File: config.mk
export PLATFORM = sky130hd
export DESIGN_NAME = eth_tx_arbiter
export DESIGN_NICKNAME = d
export VERILOG_FILES = /design/src/rtl/eth_tx_arbiter.sv
export SDC_FILE = /design/constraint.sdc
export NUM_CORES = 1
export LEC_CHECK = 0
export ABC_AREA = 1
export CAP_MARGIN = 20
export CORE_ASPECT_RATIO = 0.7
export CORE_MARGIN = 2
export CORE_UTILIZATION = 40
export DETAILED_ROUTE_END_ITERATION = 16
export GPL_TIMING_DRIVEN = 0
export PLACE_DENSITY = 0.68
export SETUP_SLACK_MARGIN = 0.15
export SLEW_MARGIN = 0
export SYNTH_ARGS = -nofsm -noshare
export SYNTH_HDL_FRONTEND = slang
export SYNTH_SLANG_ARGS = --single-unit
File: constraint.sdc
create_clock -name gmii_tx_clk -period 1.7 [get_ports gmii_tx_clk]
set_input_delay 0.34 -clock gmii_tx_clk [delete_from_list [all_inputs] [get_ports gmii_tx_clk]]
set_output_delay 0.34 -clock gmii_tx_clk [all_outputs]
set_load 0.03 [all_outputs]
File: src/rtl/eth_tx_arbiter.sv
// ============================================================================
//  Module      : eth_tx_arbiter
//  Description : Two-source (ARP / UDP) GMII transmit arbiter. It grants in
//                round-robin order, registers the granted stream onto the
//                merged GMII output and inserts an inter-frame gap. A per-grant
//                watchdog cuts off frames that exceed MAX_FRAME cycles.
//  Revision    : 1.0 - initial release
// ============================================================================
`default_nettype none

module eth_tx_arbiter #(
   parameter int IFG_CYCLES = 12,    // idle cycles after every frame (>= 1)
   parameter int MAX_FRAME  = 1600   // watchdog limit in granted cycles
) (
   input  logic       gmii_tx_clk,
   input  logic       rst,
   input  logic       arp_req,
   output logic       arp_gnt,
   input  logic       arp_tx_en,
   input  logic [7:0] arp_txd,
   input  logic       udp_req,
   output logic       udp_gnt,
   input  logic       udp_tx_en,
   input  logic [7:0] udp_txd,
   output logic       gmii_tx_en,
   output logic [7:0] gmii_txd,
   output logic       busy,
   output logic       timeout_err
);

   localparam int c_WD_W  = $clog2(MAX_FRAME + 1);
   localparam int c_IFG_W = (IFG_CYCLES > 1) ? $clog2(IFG_CYCLES + 1) : 1;

   // The watchdog fires on the edge at which the counter would reach MAX_FRAME,
   // so a grant lasts at most MAX_FRAME cycles.
   localparam logic [c_WD_W-1:0]  c_WD_LAST  = c_WD_W'(MAX_FRAME - 1);
   localparam logic [c_IFG_W-1:0] c_IFG_LAST = c_IFG_W'(IFG_CYCLES - 1);

   localparam logic [1:0] c_S_IDLE = 2'd0;
   localparam logic [1:0] c_S_ARP  = 2'd1;
   localparam logic [1:0] c_S_UDP  = 2'd2;
   localparam logic [1:0] c_S_IFG  = 2'd3;

   logic [1:0]         state_q,    state_d;
   logic [c_WD_W-1:0]  wd_cnt_q,   wd_cnt_d;
   logic [c_IFG_W-1:0] ifg_cnt_q,  ifg_cnt_d;
   logic               last_udp_q, last_udp_d;   // 1: UDP was served last
   logic               started_q,  started_d;    // granted tx_en seen this grant
   logic               tx_en_q,    tx_en_d;
   logic [7:0]         txd_q,      txd_d;
   logic               tout_q,     tout_d;

   logic               w_granted;
   logic               w_sel_udp;
   logic               w_req;
   logic               w_en;
   logic [7:0]         w_txd;
   logic               w_frame_end;
   logic               w_timeout;
   logic               w_abandon;

   // Only the granted source is looked at; the other one is masked off here.
   assign w_granted   = (state_q == c_S_ARP) || (state_q == c_S_UDP);
   assign w_sel_udp   = (state_q == c_S_UDP);
   assign w_req       = w_sel_udp ? udp_req : arp_req;
   assign w_en        = w_granted & (w_sel_udp ? udp_tx_en : arp_tx_en);
   assign w_txd       = w_granted ? (w_sel_udp ? udp_txd : arp_txd) : 8'h00;
   // tx_en_q is the previous granted tx_en, so a falling edge marks frame end.
   assign w_frame_end = w_granted & tx_en_q & ~w_en;
   assign w_timeout   = w_granted & (wd_cnt_q == c_WD_LAST);
   assign w_abandon   = w_granted & ~w_req & ~started_q & ~w_en;

   // Next-state, counter and output-mux logic.
   always_comb begin
      state_d    = state_q;
      wd_cnt_d   = '0;
      ifg_cnt_d  = '0;
      last_udp_d = last_udp_q;
      started_d  = 1'b0;
      tout_d     = 1'b0;
      tx_en_d    = w_en & ~w_timeout;
      txd_d      = w_timeout ? 8'h00 : w_txd;

      case (state_q)
         c_S_IDLE: begin
            if (arp_req && udp_req) begin
               state_d = last_udp_q ? c_S_ARP : c_S_UDP;
            end else if (arp_req) begin
               state_d = c_S_ARP;
            end else if (udp_req) begin
               state_d = c_S_UDP;
            end
         end
         c_S_ARP, c_S_UDP: begin
            wd_cnt_d  = wd_cnt_q + 1'b1;
            started_d = started_q | w_en;
            if (w_timeout) begin
               state_d    = c_S_IFG;
               tout_d     = 1'b1;
               last_udp_d = w_sel_udp;
            end else if (w_frame_end) begin
               state_d    = c_S_IFG;
               last_udp_d = w_sel_udp;
            end else if (w_abandon) begin
               // Nothing was sent, so the turn is not consumed.
               state_d = c_S_IDLE;
            end
         end
         c_S_IFG: begin
            if (ifg_cnt_q == c_IFG_LAST) begin
               state_d = c_S_IDLE;
            end else begin
               ifg_cnt_d = ifg_cnt_q + 1'b1;
            end
         end
         default: begin
            state_d = c_S_IDLE;
         end
      endcase
   end

   // State and output registers with synchronous reset.
   always_ff @(posedge gmii_tx_clk) begin
      if (rst) begin
         state_q    <= c_S_IDLE;
         wd_cnt_q   <= '0;
         ifg_cnt_q  <= '0;
         last_udp_q <= 1'b1;
         started_q  <= 1'b0;
         tx_en_q    <= 1'b0;
         txd_q      <= 8'h00;
         tout_q     <= 1'b0;
      end else begin
         state_q    <= state_d;
         wd_cnt_q   <= wd_cnt_d;
         ifg_cnt_q  <= ifg_cnt_d;
         last_udp_q <= last_udp_d;
         started_q  <= started_d;
         tx_en_q    <= tx_en_d;
         txd_q      <= txd_d;
         tout_q     <= tout_d;
      end
   end

   assign arp_gnt     = (state_q == c_S_ARP);
   assign udp_gnt     = (state_q == c_S_UDP);
   assign busy        = (state_q != c_S_IDLE);
   assign gmii_tx_en  = tx_en_q;
   assign gmii_txd    = txd_q;
   assign timeout_err = tout_q;

endmodule

`default_nettype wire

# == Word-level counts from Yosys, hierarchy flattened ==
# Index checks and enable logic that the tools add are counted.
# totals
output_inout_bits,13
elab_cells,60
reg_bits,29
input_bits,22
# op_classes
n_eq_ne,8
reduce_logical,11
n_addsub,2
mux,15
bitwise_logic,16
# op_table
op,count
$mux 2,8
$add 11x1->11 const B,1
$eq 11x11->1 const B,1
$and 1x1->1,8
$mux 8,1
$ne 4x4->1 const B,2
$not 1->1,7
$pmux 2 s3,1
$reduce_or 3->1,2
$mux 1,5
$add 4x1->4 const B,1
$eq 2x2->1 const B,2
$eq 4x4->1 const B,1
$reduce_bool 2->1,2
$reduce_or 2->1,2
$reduce_and 3->1,1
$eq 2x1->1 const B,1
$logic_not 2->1,1
$ne 2x2->1 const B,1
$reduce_and 2->1,1
$logic_and 1x1->1,1
$logic_or 1x1->1,1
$or 1x1->1,1

# == Longest topological paths before layout ==
# Gate-level depths: netlist of run 1.
# logic_depth
ltp_word,10
ltp_mapped,11
ltp_nobuf,11

# == Worst setup path after synthesis of run 1 ==
# OpenSTA, ideal clock, no wires.
# synth_timing
kind,reg-to-reg
startpoint,reg state_q[0]
endpoint,reg state_q[0]
synth_period_minus_slack_ns,1.692
arrival_ns,1.579
setup_ns,0.113
required_time_ns,1.587
stages_incl_launch_ff,12
n_path_buf,0
setup_slack_ns,0.008
cell_sequence,dfxtp_1 inv_1 ha_1 inv_2 nand2_1 nand2_1 nand3_2 nand2_2 o21bai_2 nand2_1 nand2_1 nor2_1
# synth_between
elab_chain_len,8
elab_cells_between_ends,24
cone_classes,eq/ne: 6; mux: 5; bitwise: 9; reduce/logical: 4
# synth_rtl
element,line,rtl
"start, declared",44,"logic [1:0] state_q, state_d;"
"start signal, assigned",125,state_q <= c_S_IDLE;
"start signal, assigned",134,state_q <= state_d;
$eq 2x2->1 *,-,
via udp_gnt,22,"output logic udp_gnt,"
"$mux 1, or another cell as far along",65,assign w_req = w_sel_udp ? udp_req : arp_req;
$not 1->1 / $and 1x1->1 (equally long branches),"71, 66",
$and 1x1->1 / $not 1->1 (equally long branches),"71, 69",
"$and 1x1->1, on equally long branches","71, 69",
$and 1x1->1 / $mux 2 (equally long branches),"71, 101",
$ne 4x4->1 (no source line) / $mux 2 (equally long branches),-,
$reduce_and 3->1 (no source line) / $pmux 2 s3 (equally long branches),-,
# Mark *: on every way through the listed nets, which the timed path passes. The rest lies on a longest branch.
# A chain may end at the register's enable or synchronous reset.

# == Worst setup path after layout of run 1 ==
# layout_timing
startpoint,reg state_q[1]
endpoint,out arp_gnt
# layout_between
elab_chain_len,1
# layout_rtl
element,line,rtl
$eq 2x1->1,145,assign arp_gnt = (state_q == c_S_ARP);
"end, declared",18,"output logic arp_gnt,"
# No other way between the ends.

==> impl_results.md, run 1 <==
- Largest net degree at the start of global routing: 11
- Peak VDD IR: approximately 0.0007 V
- Chip width: 72.4 µm
- Clk pin slew, worst setup/hold paths: ~0.06 ns
- R2r worst-path depth: 11
- Pleak: 0.838 nW
- Post-route cell area: 1950 µm²
- GRT overflow: 0
- Antenna-violating nets left: 0
- Core ar.: 3150 µm²
- Violation count after the first detailed-route iteration: 42
- Max-Cap Viols: 0
- Total power: between 2 and 3 mW
- Hold buffers post-CTS: 0
- Total Die Area: about 3800 µm²
- Worst hold start: ifg_cnt_q[0]$_SDFF_PP0_
- Final setup vio count: 0
- Crit path max-delay family: flip-flops
- Post-synth cell types: 24
- Syn Area/Cell: roughly 7.6 µm²
- Period utilization: 0.889
- Crit path buf inv count: 3
- FF+latch count, synth: 29
- Final WL: approximately 3400 µm
- Final Hold Fails: 0
- Vias: around 1,300
- Cts bufs inserted: 5
- DR WL/cell: between 10 and 15 µm
- Main area contributors after synthesis: dfxtp_1, nand2_1, ha_1
- I/O Buffers: 34
- Total track usage: 0.190
- Status: completed
- Post-Place Cell Area: about 1700 µm²
- Clock sink count: 29
- Maximum clock rate: between 600 and 700 MHz
- # rows: 17
- Slowest-stage cell, CP: dfxtp_4
- Min Hold Slack: between 0.4 and 0.5 ns
- FF-to-FF End: state_q[1]$_SDFFE_PP0P_
- Mapped Area: ~1300 µm²
- CTS root buf: clkbuf_8
- RSZ-0062 raised after global routing: true
- Flop-to-flop setup slack: around 0.19 ns
- Worst reg2reg startpoint: state_q[0]$_SDFFE_PP0P_
- Mapped Nets: about 200
- Post-Synthesis Cells: approximately 170
- CTS tree: built
- Antenna violations before repair: 0
- WHS Path Cells: 1
- Final HPWL DP: around 2400 µm
- Arr. time, crit path: 1.17 ns
- Final WS setup: 0.188 ns
- Final period demand of the worst path: 1.51 ns
- GP Congestion: about 0.8
- Io pins: 35
- N_diodes: 0
- Worst-Skew Late Latency: between 0.2 and 0.3 ns
- Clk buf depth: 2
- Maximum fanout along the worst path: 4
- Slew HR: 0.734
- Post-Route Skew: around 0.0051 ns
- CP cell instances: inv_4, buf_4, ha_1, buf_6
- Synth warn: 0
- Sequential share of the synthesized area: 0.443
- Fin Setup TNS: 0 ns
- Crit path largest cell delay: approximately 0.38 ns
- Remaining DRCs: 0
- CP Launch Type: flip-flop
- Layout cells sized above 1: 0.237
- Worst-Margin Slew: about 0.39 ns
- Max Slew Vio Count: 0
- Crit. path cell count: 4
- P&R area growth vs syn: 49.0%
- Die height: slightly above 50 µm
- Hold Path Sink: ifg_cnt_q[0]$_SDFF_PP0_
- Setup CP Type: reg2out
- Dominant cell type by area after synthesis: dfxtp_1
- Place WS: -0.194 ns
- Setup crit end kind: output port
- First-pass DRT Iterations: 4
- Data required, critical path: 1.36 ns
- Power per cell area: approximately 1500 nW/µm²
- Post-synth top area share: 0.443
- Hold/Removal Path Class: reg2reg
- Nets: between 200 and 300
- CTS H-tree depth: 2
- First-pass GRT wire length: 5230 µm
- Initial Utilization: 0.417
- Vias per cell: around 4.9
- Number of global-route vias before repair: ~1,200
## sequential cells by signal, indices dropped and copies added, names as in the netlist
signal       cells
last_udp_q       1
ifg_cnt_q        4
gmii_txd         8
state_q          2
gmii_tx_en       1
wd_cnt_q        11
started_q        1
timeout_err      1
## worst max-delay path by stage
| stage | from | end |
|---|---|---|
| floorplan | state_q[1]$_SDFFE_PP0P_ | state_q[0]$_SDFFE_PP0P_ |
| global placement | state_q[1]$_SDFFE_PP0P_ | gmii_txd[6]$_SDFF_PP0_ |
| detailed placement | state_q[1]$_SDFFE_PP0P_ | gmii_txd[6]$_SDFF_PP0_ |
| CTS | state_q[1]$_SDFFE_PP0P_ | busy |
| global route | wd_cnt_q[1]$_SDFF_PP0_ | wd_cnt_q[10]$_SDFF_PP0_ |
| finish | state_q[1]$_SDFFE_PP0P_ | arp_gnt |
## per-layer routing
layer | wire length, µm | vias to the layer above | global-route usage
met4 | 79 | 0 | 0.102
met5 | 0 | - | 0
met3 | 155 | 7 | 0.0426
li1 | - | 646 | -
met1 | 1480 | 590 | 0.229
met2 | 1670 | 35 | 0.318
## power by group
part	internal (mW)	switching, mW	leakage, nW
logic	0.606	0.880	0.556
clock network	0.283	0.269	0.0450
registers	0.790	0.0598	0.237
## stage by stage
step | instances | utilization
2_1_floorplan | 172 | -
3_3_place_gp | 244 | 0.544
3_5_place_dp | 244 | 0.544
4_1_cts | 257 | 0.591
5_1_grt | 262 | 0.620
6_report | 262 | 0.620
## cell usage in the layout (no fill, tap or decap), types with 3 or more instances in the layout
master | netlist | layout
nand2_1 | 40 | 34
dfxtp_1 | 29 | 26
clkdlybuf4s50_1 | 0 | 21
inv_1 | 21 | 19
nor2_1 | 19 | 18
a21oi_1 | 15 | 15
dlygate4sd2_1 | 0 | 10
buf_4 | 0 | 10
nand2_2 | 3 | 6
nand3_1 | 8 | 6
ha_1 | 8 | 5
clkbuf_8 | 0 | 5
o21ai_0 | 5 | 4
nor2_4 | 1 | 3
nand2_4 | 0 | 3
nand4_1 | 3 | 3
nand3_2 | 2 | 3
## synth_stat cells
library cell  number
a21oi_1           15
buf_6              1
dfxtp_1           29
ha_1               8
inv_1             21
inv_2              3
nand2_1           40
nand2_2            3
nand3_1            8
nand3_2            2
nand4_1            3
nor2_1            19
nor2_2             3
nor2_4             1
nor3_1             2
nor4_1             1
o21a_1             1
o21ai_0            5
o21ai_1            1
o21ai_2            1
o21bai_2           1
o31ai_1            1
or2_2              1
xor2_1             2
## final cells by class
| type | count | area [µm²] |
|---|---|---|
| Fill cell | 275 | 1190 |
| Inverter | 24 | 100 |
| Tap cell | 38 | 47.5 |
| Clock buffer | 6 | 72.6 |
| Buffer | 1 | 15.0 |
| Sequential cell | 29 | 589 |
| Clock inverter | 2 | 10.0 |
| Multi-Input combinational cell | 118 | 724 |
| Timing Repair Buffer | 44 | 394 |
## kinds of logic (layout without fill, tap and decap cells)
kind of cell	count (synthesis)	in the layout	synth area share
compound gates	25	25	0.107
xor+xnor	2	2	0.0134
fa+ha+maj	8	8	0.0763
buf+inv	25	77	0.0773
flops	29	29	0.443
simple gates	83	83	0.283
## what timing repair did
item,CTS,global route
resized for setup,39,21
pin swaps,5,15
setup buffers,5,5
setup endpoints to repair,37,10
(Power assumes the default switching activity.)
==> inputs of run 2 (changes only) <==
- clock period: 1.7 -> 1.75 ns (I/O delays scaled with it)
==> run 2 against run 1 <==
Global-route usage fell by 1.7 points. First-iteration DRC count fell by 64%. Via count fell by 3.7%. Clock skew rose by 0.0036 ns. Total power fell by 8.2%. Clock power rose by 11%. Critical path type is now reg2reg. Critical endpoint is now state_q[1]$_SDFFE_PP0P_.
==> impl_results.md, run 2 (same netlist as run 1, synthesis figures left out) <==
- CP cell instances: inv_4, ha_4, buf_6, nand2_2, nand3_2, nand3_1, nand2_1, o21bai_4, nand2_1, nand2_1, nor2_1
- Crit-path most repeated cell: nand2_1
- CTS root buf: clkbuf_8
- Total power: 2.65 mW
- R2r worst-path depth: 11
- Maximum clock rate: 651 MHz
- Post-Route Skew: ~0.0087 ns
- Clk buf depth: 2
- Data required, critical path: a little under 2 ns
- CTS tree: built
- Final setup vio count: 0
- CP Launch Type: flip-flop
- Comb pwr share: 0.455
- First-pass DRT Iterations: 4
- First-pass GRT wire length: between 4000 and 5000 µm
- Status: completed
- Clock network power share: 0.231
- Period utilization: 0.878
- Maximum fanout along the worst path: 10
- Switch Pwr: about 1.1 mW
- Clk pin slew, worst setup/hold paths: approximately 0.070 ns
- Crit path largest cell delay: roughly 0.37 ns
- Clock sink count: 29
- GR met3 Demand/Resource: 0.101
- Largest register FFs: 11
- Vias: ~1,200
- Nets: ~250
- Sw frac: 0.405
- Hold/Removal Path Class: reg2reg
- Antenna violations before repair: 0
- Die height: around 52 µm
- Violation count after the first detailed-route iteration: 15
- Slowest-stage cell, CP: dfxtp_4
- Met1 usage: 0.205
- Min Hold Slack: roughly 0.42 ns
- N_diodes: 0
- Total track usage: 0.172
- Met2 GRT Util: 0.271
- Total Die Area: approximately 3800 µm²
- Final Hold Fails: 0
- Vias per cell: ~4.8
- Fin Setup TNS: 0 ns
- # rows: 17
- Worst-Skew Late Latency: ~0.28 ns
- Final WL: around 3000 µm
- I/O Buffers: 34
- Worst-Margin Slew: slightly above 0.5 ns
- Largest net degree at the start of global routing: 11
- Max-Cap Viols: 0
- Core ar.: approximately 3100 µm²
- Setup crit end kind: flip-flop
- Cts bufs inserted: 5
- Pleak: 0.822 nW
- Final HPWL DP: between 2000 and 2500 µm
- Layout cells sized above 1: 0.185
- Slew HR: 0.657
- Most common library cell in the layout ignoring fill and taps: nand2_1
- P&R area growth vs syn: 43.2%
- Reg with most FFs: wd_cnt_q
- Seq pwr share: 0.314
- Power per cell area: around 1400 nW/µm²
- DR WL/cell: around 12 µm
- GR peak layer: met2
- Setup CP Type: reg2reg
- Io pins: 35
- Initial Utilization: 0.417
- Antenna-violating nets left: 0
- Arr. time, crit path: 1.71 ns
- Chip width: about 72 µm
- Number of global-route vias before repair: approximately 1,100
- RSZ-0062 raised after global routing: false
- Cell Int Power: 1.58 mW
- GRT overflow: 0
- GP Congestion: 0.771
- Final Util: 0.597
- Remaining DRCs: 0
- Most frequent cells in the layout: nand2_1, dfxtp_1, clkdlybuf4s50_1
- WHS Path Cells: 1
- Hold buffers post-CTS: 0
- Max Slew Vio Count: 0
- CTS H-tree depth: 2
- Final period demand of the worst path: 1.54 ns
- Peak VDD IR: between 0.0006 and 0.0007 V
## run 2: final timing paths
check	from	end	slack, ns
worst max-delay path	state_q[0]$_SDFFE_PP0P_	state_q[1]$_SDFFE_PP0P_	0.21
worst min-delay path	wd_cnt_q[0]$_SDFF_PP0_	wd_cnt_q[0]$_SDFF_PP0_	0.42
worst max register to register	state_q[0]$_SDFFE_PP0P_	state_q[1]$_SDFFE_PP0P_	0.21
worst min register to register	wd_cnt_q[0]$_SDFF_PP0_	wd_cnt_q[0]$_SDFF_PP0_	0.42
## run 2: worst max-delay path, delay by kind of cell (launching register included)
kind	cells	cell delay [ns]
flops	1	0.37
compound gates	1	0.18
fa+ha+maj	1	0.17
buf+inv	2	0.20
simple gates	7	0.50
## run 2: timing repair
action,CTS,global route
gates resized for setup,29,15
pin swaps,0,5
setup endpoints to repair,29,18
setup buffers,0,2
## run 2: cell type report
type                            instances  area, µm²
Inverter                               24       97.6
Clock inverter                          1       5.00
Clock buffer                            7       96.3
Tap cell                               38       47.5
Timing Repair Buffer                   36        342
Fill cell                             278       1270
Buffer                                  1       11.3
Multi-Input combinational cell        118        689
Sequential cell                        29        589
## run 2: per-layer routing
| metal | share of wire | vias up |
|---|---|---|
| met2 | 0.47 | 43 |
| met4 | 0.0037 | 0 |
| li1 | - | 628 |
| met3 | 0.089 | 2 |
| met5 | 0 | - |
| met1 | 0.43 | 558 |
## run 2: power groups by stage
stage	clock network (mW)	logic, mW	registers, mW
global route	0.655	1.33	0.844
global placement	0	1.07	0.812
floorplan	0	0.657	0.899
finish	0.612	1.21	0.833
detailed placement	0	1.09	0.817
CTS	0.615	1.13	0.808
## run 2: metrics by stage
| step | area, µm² | cells | worst slack (ns) |
|---|---|---|---|
| after floorplan | 1310 | 172 | 0.180 |
| after global placement | 1700 | 244 | -0.00329 |
| after detailed placement | 1700 | 244 | -0.0304 |
| after CTS | 1830 | 252 | 0.125 |
| after global routing | 1880 | 254 | 0.127 |
| final | 1880 | 254 | 0.213 |
==> inputs of run 3 (changes only) <==
- CORE_MARGIN: 2 -> 10
- MAX_ROUTING_LAYER: default -> met4
==> run 3 against run 2 <==
Critical endpoint is now state_q[0]$_SDFFE_PP0P_. Sequential share of layout area shrank 0.69 points. Combinational power grew 15%. Critical path depth is the same. Global-route usage shrank 4.8 points. Die area grew 60%. Utilization grew 0.95 points. Sequential cell count is the same. Largest power group unchanged. Non-clock buffer count grew 5. Highest routed layer unchanged. Cell area grew 1.6%. Critical path type unchanged.
==> impl_results.md, run 3 (same netlist as run 1, synthesis figures left out) <==
- Status: completed
- GR met3 Demand/Resource: 0.0546
- Violation count after the first detailed-route iteration: 34
- CTS root buf: clkbuf_8
- Chip width: 88.4 µm
- Number of global-route vias before repair: between 1,000 and 1,500
- Period utilization: 0.889
- Post-Place Cell Area: around 1700 µm²
- Clk pin slew, worst setup/hold paths: roughly 0.06 ns
- Vias: about 1,300
- Post-route cell area: 1910 µm²
- Clk buf depth: 2
- First-pass GRT wire length: around 5600 µm
- Io pins: 35
- Clock sink count: 29
- # rows: 17
- Layout cells sized above 1: 0.205
- Met1 usage: 0.131
- Total track usage: 0.124
- Final Hold Fails: 0
- Initial Utilization: 0.417
- DR WL/cell: 13.5 µm
- CP Launch Type: flip-flop
- Min Hold Slack: about 0.45 ns
- Remaining DRCs: 0
- Cts bufs inserted: 5
- Setup crit end kind: flip-flop
- Nets: 250
- Data required, critical path: ~1.9 ns
- CTS H-tree depth: 2
- Slew HR: 0.711
- Worst reg2reg startpoint: state_q[0]$_SDFFE_PP0P_
- Reg with most FFs: wd_cnt_q
- Antenna-violating nets left: 0
- RSZ-0062 raised after global routing: true
- Most common library cell in the layout ignoring fill and taps: nand2_1
- Largest register FFs: 11
- Max-Cap Viols: 0
- Met2 GRT Util: 0.196
- P&R area growth vs syn: 45.5%
- Hold/Removal Path Class: reg2reg
- Largest net degree at the start of global routing: 11
- Pleak: ~0.81 nW
- Peak VDD IR: between 0.0005 and 0.0006 V
- Fill cell total of the finished layout: a little under 300
- Hold buffers post-CTS: 0
- Worst-Margin Slew: 0.430 ns
- Maximum clock rate: about 640 MHz
- Final Util: 0.606
- Worst setup startpoint: state_q[0]$_SDFFE_PP0P_
- GRT overflow: 0
- Power per cell area: between 1000 and 1500 nW/µm²
- Final WL: about 3500 µm
- Final setup vio count: 0
- Final period demand of the worst path: between 1.5 and 2 ns
- Vias per cell: between 4 and 5
- Core ar.: around 3100 µm²
- Most frequent cells in the layout: nand2_1, dfxtp_1, clkdlybuf4s50_1
- Register Area: approximately 590 µm²
- Max Slew Vio Count: 0
- CTS tree: built
- Footprint of the multi-input gates: 714 µm²
- Maximum fanout along the worst path: 10
- First-pass DRT Iterations: 5
- GR peak layer: met2
- Final HPWL DP: roughly 2500 µm
- N_diodes: 0
- Worst-Skew Late Latency: ~0.28 ns
- Post-Route Skew: around 0.005 ns
- I/O Buffers: 34
- Total Die Area: 6000 µm²
- Die height: 67.9 µm
- Setup CP Type: reg2reg
- Arr. time, crit path: around 1.7 ns
- GP Congestion: between 0.8 and 0.9
- Worst hold start: ifg_cnt_q[0]$_SDFF_PP0_
- Antenna violations before repair: 0
## run 3: cell count changes in the layout (fill, tap and decap cells not counted), sizes merged
| cell | before | now |
|---|---|---|
| buf | 5 | 11 |
| dlygate4sd2 | 8 | 10 |
| dlymetal6s2s | 2 | 0 |
| clkdlybuf4s15 | 1 | 0 |
| clkinv | 1 | 0 |
## run 3: timing repair
item / 4_1_cts / 5_1_grt
pin swaps: 1 / 7
gates cloned: 0 / 0
buffers inserted: 1 / 6
gates resized for setup: 31 / 20
endpoints found under the setup margin: 33 / 7
## run 3: layout make-up
class / instances / area share
multi-input cells: 118 / 0.374
flip-flops and latches: 29 / 0.307
repair buffers: 41 / 0.191
inverters: 24 / 0.0511
clock buffers: 7 / 0.0452
well taps: 38 / 0.0249
plain buffers: 1 / 0.00590
## run 3: layer usage
layer | part of all wire | routed length (µm)
met2 | 0.46 | 1620
met3 | 0.073 | 253
met1 | 0.44 | 1540
met4 | 0.022 | 75
met5 | 0 | 0
## run 3: power breakdown
part,internal [mW],switching [mW],leakage [nW],total (mW)
clock,0.311,0.239,0.0443,0.550
sequential,0.762,0.0591,0.236,0.821
combinational,0.554,0.836,0.534,1.39
## run 3: per-stage QoR
step,std cells,power (mW),setup WS (ns),setup TNS (ns)
after floorplan,172,1.56,0.180,0
after global placement,244,1.89,-0.00565,-0.0120
after detailed placement,244,1.92,-0.0438,-0.234
after CTS,252,2.55,0.154,0
after global routing,258,2.98,0.0909,0
final,258,2.76,0.194,0
## run 3: worst paths after layout
path                        endpoint  slack (ns)  depth (start not counted)
max          state_q[0]$_SDFFE_PP0P_        0.19                         11
min          ifg_cnt_q[0]$_SDFF_PP0_        0.45                          1
max reg2reg  state_q[0]$_SDFFE_PP0P_        0.19                         11
min reg2reg  ifg_cnt_q[0]$_SDFF_PP0_        0.45                          1
## run 3: critical path, stage by stage (launching register included)
cell and delay [ns]:
dfxtp_2 0.37, inv_4 0.07, ha_4 0.18, buf_6 0.14, nand2_2 0.08, nand3_2 0.10, nand3_2 0.08, nand2_2 0.06
o21bai_4 0.18, nand2_1 0.09, nand2_1 0.07, nor2_1 0.05
